[src/rtl/memory_ctrl.sv]
// Single-port word array behind a valid/ready request port, with a fill sweep
// after reset or clear and a 1- or 2-cycle registered read path.
module memory_ctrl #(
    parameter int                DATA_W   = 8,
    parameter int                ADDR_W   = 8,
    parameter int                DEPTH    = 2**ADDR_W,
    parameter logic [DATA_W-1:0] FILL_VAL = '1,
    parameter int                RD_LAT   = 1
) (
    input  logic                clk,
    input  logic                reset1,
    input  logic                req_valid,
    output logic                req_ready,
    input  logic                rd_wr1,
    input  logic [ADDR_W-1:0]   addr1,
    input  logic [DATA_W-1:0]   wr_data1,
    input  logic [DATA_W/8-1:0] wr_be,
    input  logic                clear,
    output logic                rsp_valid,
    output logic [DATA_W-1:0]   rd_data1,
    output logic                rsp_err,
    output logic                init_done
);

    localparam int                BYTES     = DATA_W / 8;
    localparam logic [0:0]        ST_INIT   = 1'b0;
    localparam logic [0:0]        ST_RUN    = 1'b1;
    localparam logic [ADDR_W-1:0] LAST_ADDR = ADDR_W'(DEPTH - 1);
    localparam logic [ADDR_W:0]   DEPTH_X   = (ADDR_W + 1)'(DEPTH);

    logic [0:0]        state;
    logic [ADDR_W-1:0] sweep_cnt;
    logic [DATA_W-1:0] mem [DEPTH];

    logic              in_range;
    logic              req_acc;
    logic              rd_acc;
    logic              wr_acc;
    logic [DATA_W-1:0] rd_sample;

    logic              vld_p0;
    logic              err_p0;
    logic [DATA_W-1:0] data_p0;

    // clear wins over a same-cycle request by masking ready
    assign req_ready = (state == ST_RUN) && !clear;
    assign init_done = (state == ST_RUN);
    assign in_range  = {1'b0, addr1} < DEPTH_X;
    assign req_acc   = req_valid && req_ready;
    assign rd_acc    = req_acc && rd_wr1;
    assign wr_acc    = req_acc && !rd_wr1 && in_range;
    assign rd_sample = in_range ? mem[addr1] : FILL_VAL;

    always_ff @(posedge clk or posedge reset1) begin
        if (reset1) begin
            state     <= ST_INIT;
            sweep_cnt <= '0;
        end else begin
            case (state)
                ST_INIT: begin
                    if (sweep_cnt == LAST_ADDR) begin
                        state     <= ST_RUN;
                        sweep_cnt <= '0;
                    end else begin
                        sweep_cnt <= sweep_cnt + 1'b1;
                    end
                end
                default: begin
                    if (clear) begin
                        state     <= ST_INIT;
                        sweep_cnt <= '0;
                    end
                end
            endcase
        end
    end

    always_ff @(posedge clk) begin
        if (state == ST_INIT) begin
            mem[sweep_cnt] <= FILL_VAL;
        end else if (wr_acc) begin
            for (int b = 0; b < BYTES; b++) begin
                if (wr_be[b]) begin
                    mem[addr1][8*b +: 8] <= wr_data1[8*b +: 8];
                end
            end
        end
    end

    // Stage p0: array sampled on the accept edge, before any later write lands
    always_ff @(posedge clk or posedge reset1) begin
        if (reset1) begin
            vld_p0  <= 1'b0;
            err_p0  <= 1'b0;
            data_p0 <= '0;
        end else begin
            vld_p0 <= rd_acc;
            if (rd_acc) begin
                err_p0  <= !in_range;
                data_p0 <= rd_sample;
            end
        end
    end

    generate
        if (RD_LAT == 2) begin : g_lat2
            logic              vld_p1;
            logic              err_p1;
            logic [DATA_W-1:0] data_p1;

            // Stage p1: extra output register
            always_ff @(posedge clk or posedge reset1) begin
                if (reset1) begin
                    vld_p1  <= 1'b0;
                    err_p1  <= 1'b0;
                    data_p1 <= '0;
                end else begin
                    vld_p1 <= vld_p0;
                    if (vld_p0) begin
                        err_p1  <= err_p0;
                        data_p1 <= data_p0;
                    end
                end
            end

            assign rsp_valid = vld_p1;
            assign rsp_err   = err_p1;
            assign rd_data1  = data_p1;
        end else begin : g_lat1
            assign rsp_valid = vld_p0;
            assign rsp_err   = err_p0;
            assign rd_data1  = data_p0;
        end
    endgenerate

endmodule

[config.mk]
export PLATFORM = sky130hd
export DESIGN_NAME = memory_ctrl
export DESIGN_NICKNAME = d
export VERILOG_FILES = /design/src/rtl/memory_ctrl.sv
export SDC_FILE = /design/constraint.sdc
export NUM_CORES = 2
export LEC_CHECK = 0
export CAP_MARGIN = 20
export CORE_MARGIN = 2
export CORE_UTILIZATION = 48
export DETAILED_ROUTE_END_ITERATION = 6
export PLACE_DENSITY = 0.62
export SLEW_MARGIN = 5
export SYNTH_ARGS = -nofsm -noshare
export SYNTH_HDL_FRONTEND = slang
export SYNTH_SLANG_ARGS = --single-unit
[constraint.sdc]
create_clock -name clk -period 12 [get_ports clk]
set_clock_uncertainty 0.15 [all_clocks]
set_input_delay 2.4 -clock clk [delete_from_list [all_inputs] [get_ports clk]]
set_output_delay 2.4 -clock clk [all_outputs]
set_load 0.005 [all_outputs]
### Word-level counts from Yosys, hierarchy flattened

Memory sizes are Yosys's and may differ from the RTL's. A register that Yosys moved wholly into a read port is not among the register bits.
Index checks and enable logic that the tools add are counted.

* add/sub/neg operators: 1
* reductions and logical operators: 7
* equal/unequal tests: 2
* muxes and demuxes: 14

Operator list (count)
* $mux 8: 5
* $mux 1: 9
* $add 8x1->8 const B: 1
* $eq 8x8->1 const B: 1
* $reduce_or 8->1: 1
* $logic_and 1x1->1: 4
* $logic_not 1->1: 2
* $ne 2x2->1 const B: 1

* memories: 1
* bits in writable memories: 2048
* register bits after elaboration: 10
* logic and storage cells: 28
* output and inout bits: 12

Memories
* mem: words 256, bits a word 8, rd ports 1, clocked after Yosys merged registers in 1, write ports 1, line 33 `logic [DATA_W-1:0] mem [DEPTH];`

### Logic depth before layout (Yosys ltp)

* depth after elaboration: 9
* depth in mapped cells: 13

### Worst setup path after synthesis

No wires, ideal clock.

* path kind: input to register
* from: input port clear
* to: memory mem[0][0], data pin
* data arrival time: 6.265 ns
* library setup time: 0.904 ns
* buffers on the path: 2
* setup slack: 4.681 ns
* required time: 10.946 ns
* stages: 5
* cell sequence: nor2b_1 -> and4b_1 -> clkbuf_1 -> clkbuf_1 -> nand2b_1

* longest elaborated chain between the ends: 9

RTL lines
* start, declared: line 18 `input logic clear,`
* $logic_not 1->1: line 46 `assign req_ready = (state == ST_RUN) && !clear;`
* $logic_and 1x1->1: line 46
* $logic_and 1x1->1: line 49 `assign req_acc = req_valid && req_ready;`
* $logic_and 1x1->1: line 51 `assign wr_acc = req_acc && !rd_wr1 && in_range;`
* $mux 1: line 81 `end else if (wr_acc) begin`
* $mux 1: line 79 `if (state == ST_INIT) begin`
* $mux 1 (implied by the code): line 84 `mem[addr1][8*b +: 8] <= wr_data1[8*b +: 8];`
* $reduce_or 8->1 (no line)
* $mux 8 (no line)
* end, declared: line 33

No other way between the ends.

### Worst setup path after layout

* from: input port clear
* to: output port req_ready

* longest elaborated chain between the ends: 2

RTL lines
* $logic_not 1->1: line 46
* $logic_and 1x1->1: line 46
* end, declared: line 13 `output logic req_ready,`

No other way between the ends.

==> qor_table.md <==
| Metric | Value | Unit |
| --- | --- | --- |
| Total number of cells along the worst setup path | 3 | - |
| Core occupancy in the finished layout | 53.68 | % |
| Overall fraction of global-route tracks in use | 23.86 | % |
| Top flip-flop cell by instance count after synthesis | sky130_fd_sc_hd__edfxtp_1 | - |
| Register-to-Register Path Depth | 6 | - |
| Peak supply drop | 0.1515 | mV |
| GPL Wtd Cong | 0.8720 | - |
| Number of buffers added by the clock tree synthesis step | 202 | - |
| CTS-repair resized insts | 0 | - |
| Comb pwr share | 5.9 | % |
| Count of pins over their slew limit | 0 | - |
| Number of setup buffers added after CTS | 0 | - |
| Routed WL per cell | 32.47 | um |
| Source-to-sink clock delay at the later pin of the worst-skew pair | 820 | ps |
| Synth cell count leaders | sky130_fd_sc_hd__edfxtp_1, sky130_fd_sc_hd__mux4_2, sky130_fd_sc_hd__nor2_1 | - |
| Largest stage delay on the critical path | 720 | ps |
| Cell accounting for the most synthesized area | sky130_fd_sc_hd__edfxtp_1 | - |
| Via total after detailed routing | 39380 | - |
| Fraction of the cycle the final worst path needs | 56.70 | % |
| Share of synthesized area occupied by flip-flops and latches | 76.76 | % |
| Die area | 171400 | um2 |
| Crit path buffers/inverters | 2 | - |
| Global route total overflow | 0 | - |
| TritonCTS clock tree | built | - |
| Total routed wirelength | 204.9 | mm |
| CTS Root Buffer Type | sky130_fd_sc_hd__clkbuf_16 | - |
| Syn Inst Count | 3862 | - |
| Switching power total | 3375 | uW |
| Mean instance size in the synthesized netlist | 20.90 | um2 |
| CP top delay family | buffers and inverters | - |
| Library cells used by synthesis | 66 | - |
| Number of register bits inferred by synthesis | 2066 | - |
| Critical path arrival | 4250 | ps |
| Leakage power | 0.03046 | uW |
| Number of warnings reported in the yosys synthesis log | 0 | - |
| I/O pin count | 34 | - |
| Total inserted antenna cells | 0 | - |
| Finish-stage setup viols | 0 | - |
| Data required, critical path | 9450 | ps |
| Final nets | 3959 | - |
| Max Fanout on Critical Path | 11 | - |
| Pin slew with the least headroom to its limit | 1185 | ps |
| Most prevalent standard cell on the critical path | sky130_fd_sc_hd__clkdlybuf4s50_1 | - |
| Ranking of synthesized cells by area | sky130_fd_sc_hd__edfxtp_1, sky130_fd_sc_hd__mux4_2, sky130_fd_sc_hd__mux2i_1 | - |
| Iteration-0 DRC Markers | 5258 | - |
| Critical path, cell by cell | clkdlybuf4s50_1 > nor2b_1 > clkdlybuf4s50_1 | - |
| Htree depth | 4 | - |
| Count of hold buffers inserted by post-cts repair | 0 | - |
| Status | finished clean | - |
| Quantity of I/O buffers inserted on ports | 32 | - |
| Vias in the first global route | 39170 | - |
| Clk pwr share | 41.4 | % |
| Post-detailed-placement half-perimeter wirelength | 123.4 | mm |
| Highest attainable clock frequency | 0.1470 | GHz |
| Count of nets left with antenna violations after detail routing | 0 | - |
| Initial standard-cell utilization of the core | 48.32 | % |
| Path category of the worst min-delay check | flop to flop | - |
| Most common cell in the netlist | sky130_fd_sc_hd__edfxtp_1 | - |
| P_int | 11760 | uW |
| Highest-delay cell along the critical path | sky130_fd_sc_hd__clkdlybuf4s50_1 | - |
| Sequential power share | 52.7 | % |
| Ratio of cells with drive above 1 in the final layout | 21.85 | % |
| Floorplan die width | 414.1 | um |
| Length of the first detailed-routing pass in iterations | 6 | - |
| Post-layout min period | 6805 | ps |
| Post-CTS clock slew at the launch and capture registers of the worst setup and hold paths | 60 | ps |
| Number of antenna violations at the first check in global routing | 12 | - |
| Sink count of the clock tree | 2066 | - |
| Maximum buffer depth of the clock tree | 3 | - |
| Setup TNS | 0 | ps |
| Post-synthesis cell area | 80710 | um2 |
| Depth of the worst hold-timing path | 1 | - |
| Critical setup path kind | input port to output port | - |
| Pwr per Cell Area | 168.8 | nW/um2 |
| Critical path launch point type | input port | - |
| Vertical die dimension | 414.1 | um |
| First-pass GRT wire length | 292.4 | mm |
| Number of remaining DRC errors | 0 | - |
| Synth-to-layout area growth | 11.09 | % |
| CORE AREA | 167000 | um2 |
| Final hold viol count | 0 | - |
| Share of Yosys cell area claimed by the top area cell type | 76.20 | % |
| Number of enable-type register cells in the synthesized netlist | 2048 | - |
| Num rows | 150 | - |
| Net switching fraction of the power | 22.30 | % |
| Via-per-instance ratio | 6.241 | - |
| RSZ-0062 raised after global routing | no | - |
| Synth async-reset ratio | 0.8712 | % |
| Net count after synthesis | 3885 | - |
| Worst slew margin relative to its limit | 20.52 | % |
| Maximum capacitance violations | 0 | - |
| Pin count of the biggest net entering global routing | 193 | - |
| Critical path endpoint category | output port | - |
-- placed cells by master, fill, tap and decap left out, types with 17 or more instances in the layout --
| cell type | count |
|---|---|
| sky130_fd_sc_hd__a211oi_1 | 25 |
| sky130_fd_sc_hd__a21oi_1 | 46 |
| sky130_fd_sc_hd__a22oi_1 | 81 |
| sky130_fd_sc_hd__a31oi_1 | 22 |
| sky130_fd_sc_hd__buf_4 | 61 |
| sky130_fd_sc_hd__bufinv_16 | 19 |
| sky130_fd_sc_hd__clkbuf_1 | 56 |
| sky130_fd_sc_hd__clkbuf_16 | 205 |
| sky130_fd_sc_hd__clkdlybuf4s50_1 | 26 |
| sky130_fd_sc_hd__clkinv_1 | 41 |
| sky130_fd_sc_hd__clkinv_2 | 31 |
| sky130_fd_sc_hd__dfrtp_1 | 18 |
| sky130_fd_sc_hd__edfxtp_1 | 2048 |
| sky130_fd_sc_hd__mux2_2 | 34 |
| sky130_fd_sc_hd__mux2i_1 | 132 |
| sky130_fd_sc_hd__mux4_2 | 456 |
| sky130_fd_sc_hd__nand2_1 | 99 |
| sky130_fd_sc_hd__nand3_1 | 23 |
| sky130_fd_sc_hd__nor2_1 | 285 |
| sky130_fd_sc_hd__nor3_1 | 29 |
| sky130_fd_sc_hd__o21ai_0 | 36 |
| sky130_fd_sc_hd__o221ai_1 | 35 |
| sky130_fd_sc_hd__o22ai_1 | 40 |
| sky130_fd_sc_hd__or2_2 | 17 |
-- sequential cells by signal (all words and copies together), names as in the netlist --
signal and count:
sweep_cnt 8, rsp_valid 1, init_done 1, rd_data1 8
mem 2048
-- power by group through the flow --
stage	Sequential, uW	Clock (uW)	Combinational (uW)
after floorplan	8100	0	518
after global placement	8130	0	887
after detailed placement	8130	0	893
after CTS	7980	6340	895
after global routing	7980	6620	927
final	7980	6260	899
-- worst reg2reg max path: stages (launching register included) --
cell and delay (ps):
sky130_fd_sc_hd__dfrtp_1 620, sky130_fd_sc_hd__nor2b_1 760, sky130_fd_sc_hd__and4b_2 940, sky130_fd_sc_hd__mux2_2 450, sky130_fd_sc_hd__or2_2 320, sky130_fd_sc_hd__nand2b_2 720, sky130_fd_sc_hd__nor2_1 920
-- worst paths after layout --
kind	from	endpoint	slack, ps
worst max-delay path	clear	req_ready	5200
worst min-delay path	sweep_cnt[5]$_DFFE_PP0P_	sweep_cnt[5]$_DFFE_PP0P_	460
worst max register to register	init_done$_DFF_PP0_	mem[187][4]$_DFFE_PP_	6710
worst min register to register	sweep_cnt[5]$_DFFE_PP0P_	sweep_cnt[5]$_DFFE_PP0P_	460
max in group asynchronous	reset1	rd_data1[5]$_DFFE_PP0P_	9110
min in group asynchronous	reset1	rsp_valid$_DFF_PP0_	1960
-- cell families after synthesis --
logic type | count (synthesis) | share of synthesized area [%]
AND/OR/NAND/NOR | 554 | 3.087
XOR/XNOR | 3 | 0.03256
multiplexers | 628 | 15.03
buffers and inverters | 246 | 1.893
AO/OA/AOI/OAI | 363 | 3.181
other | 1 | 0.004646
adder cells (fa/ha/maj) | 1 | 0.01550
flip-flops | 2066 | 76.76
-- area by class of cell --
type                       count  area [um2]
clock buffer                 265        5395
inverter                      13       48.80
multi-input combinational   1550       17350
sequential                  2066       61950
clock inverter               109        1139
fill                       12690       77380
tap                         2204        2758
timing repair buffer         103        1013
-- metal layers --
metal | wire length [um] | track usage [%]
met4 | 6532 | 7.568
met1 | 83490 | 34.41
met2 | 96790 | 36.92
met3 | 18070 | 4.869
met5 | 0 | 0
-- stage by stage --
| step | power (uW) | instance area [um2] | hold WS, ps | cells | worst slack (ps) |
|---|---|---|---|---|---|
| finish | 15140 | 89660 | 460.6 | 6310 | 5195 |
| CTS | 15210 | 89630 | 456.8 | 6309 | 5222 |
| global placement | 9015 | 83070 | 441.0 | 5934 | 4795 |
| detailed placement | 9022 | 83100 | 452.9 | 5935 | 4657 |
| floorplan | 8615 | 80710 | 328.8 | 3862 | 4681 |
| global route | 15530 | 89660 | 469.3 | 6310 | 5143 |
No activity file was read; power rests on OpenSTA's default activity.
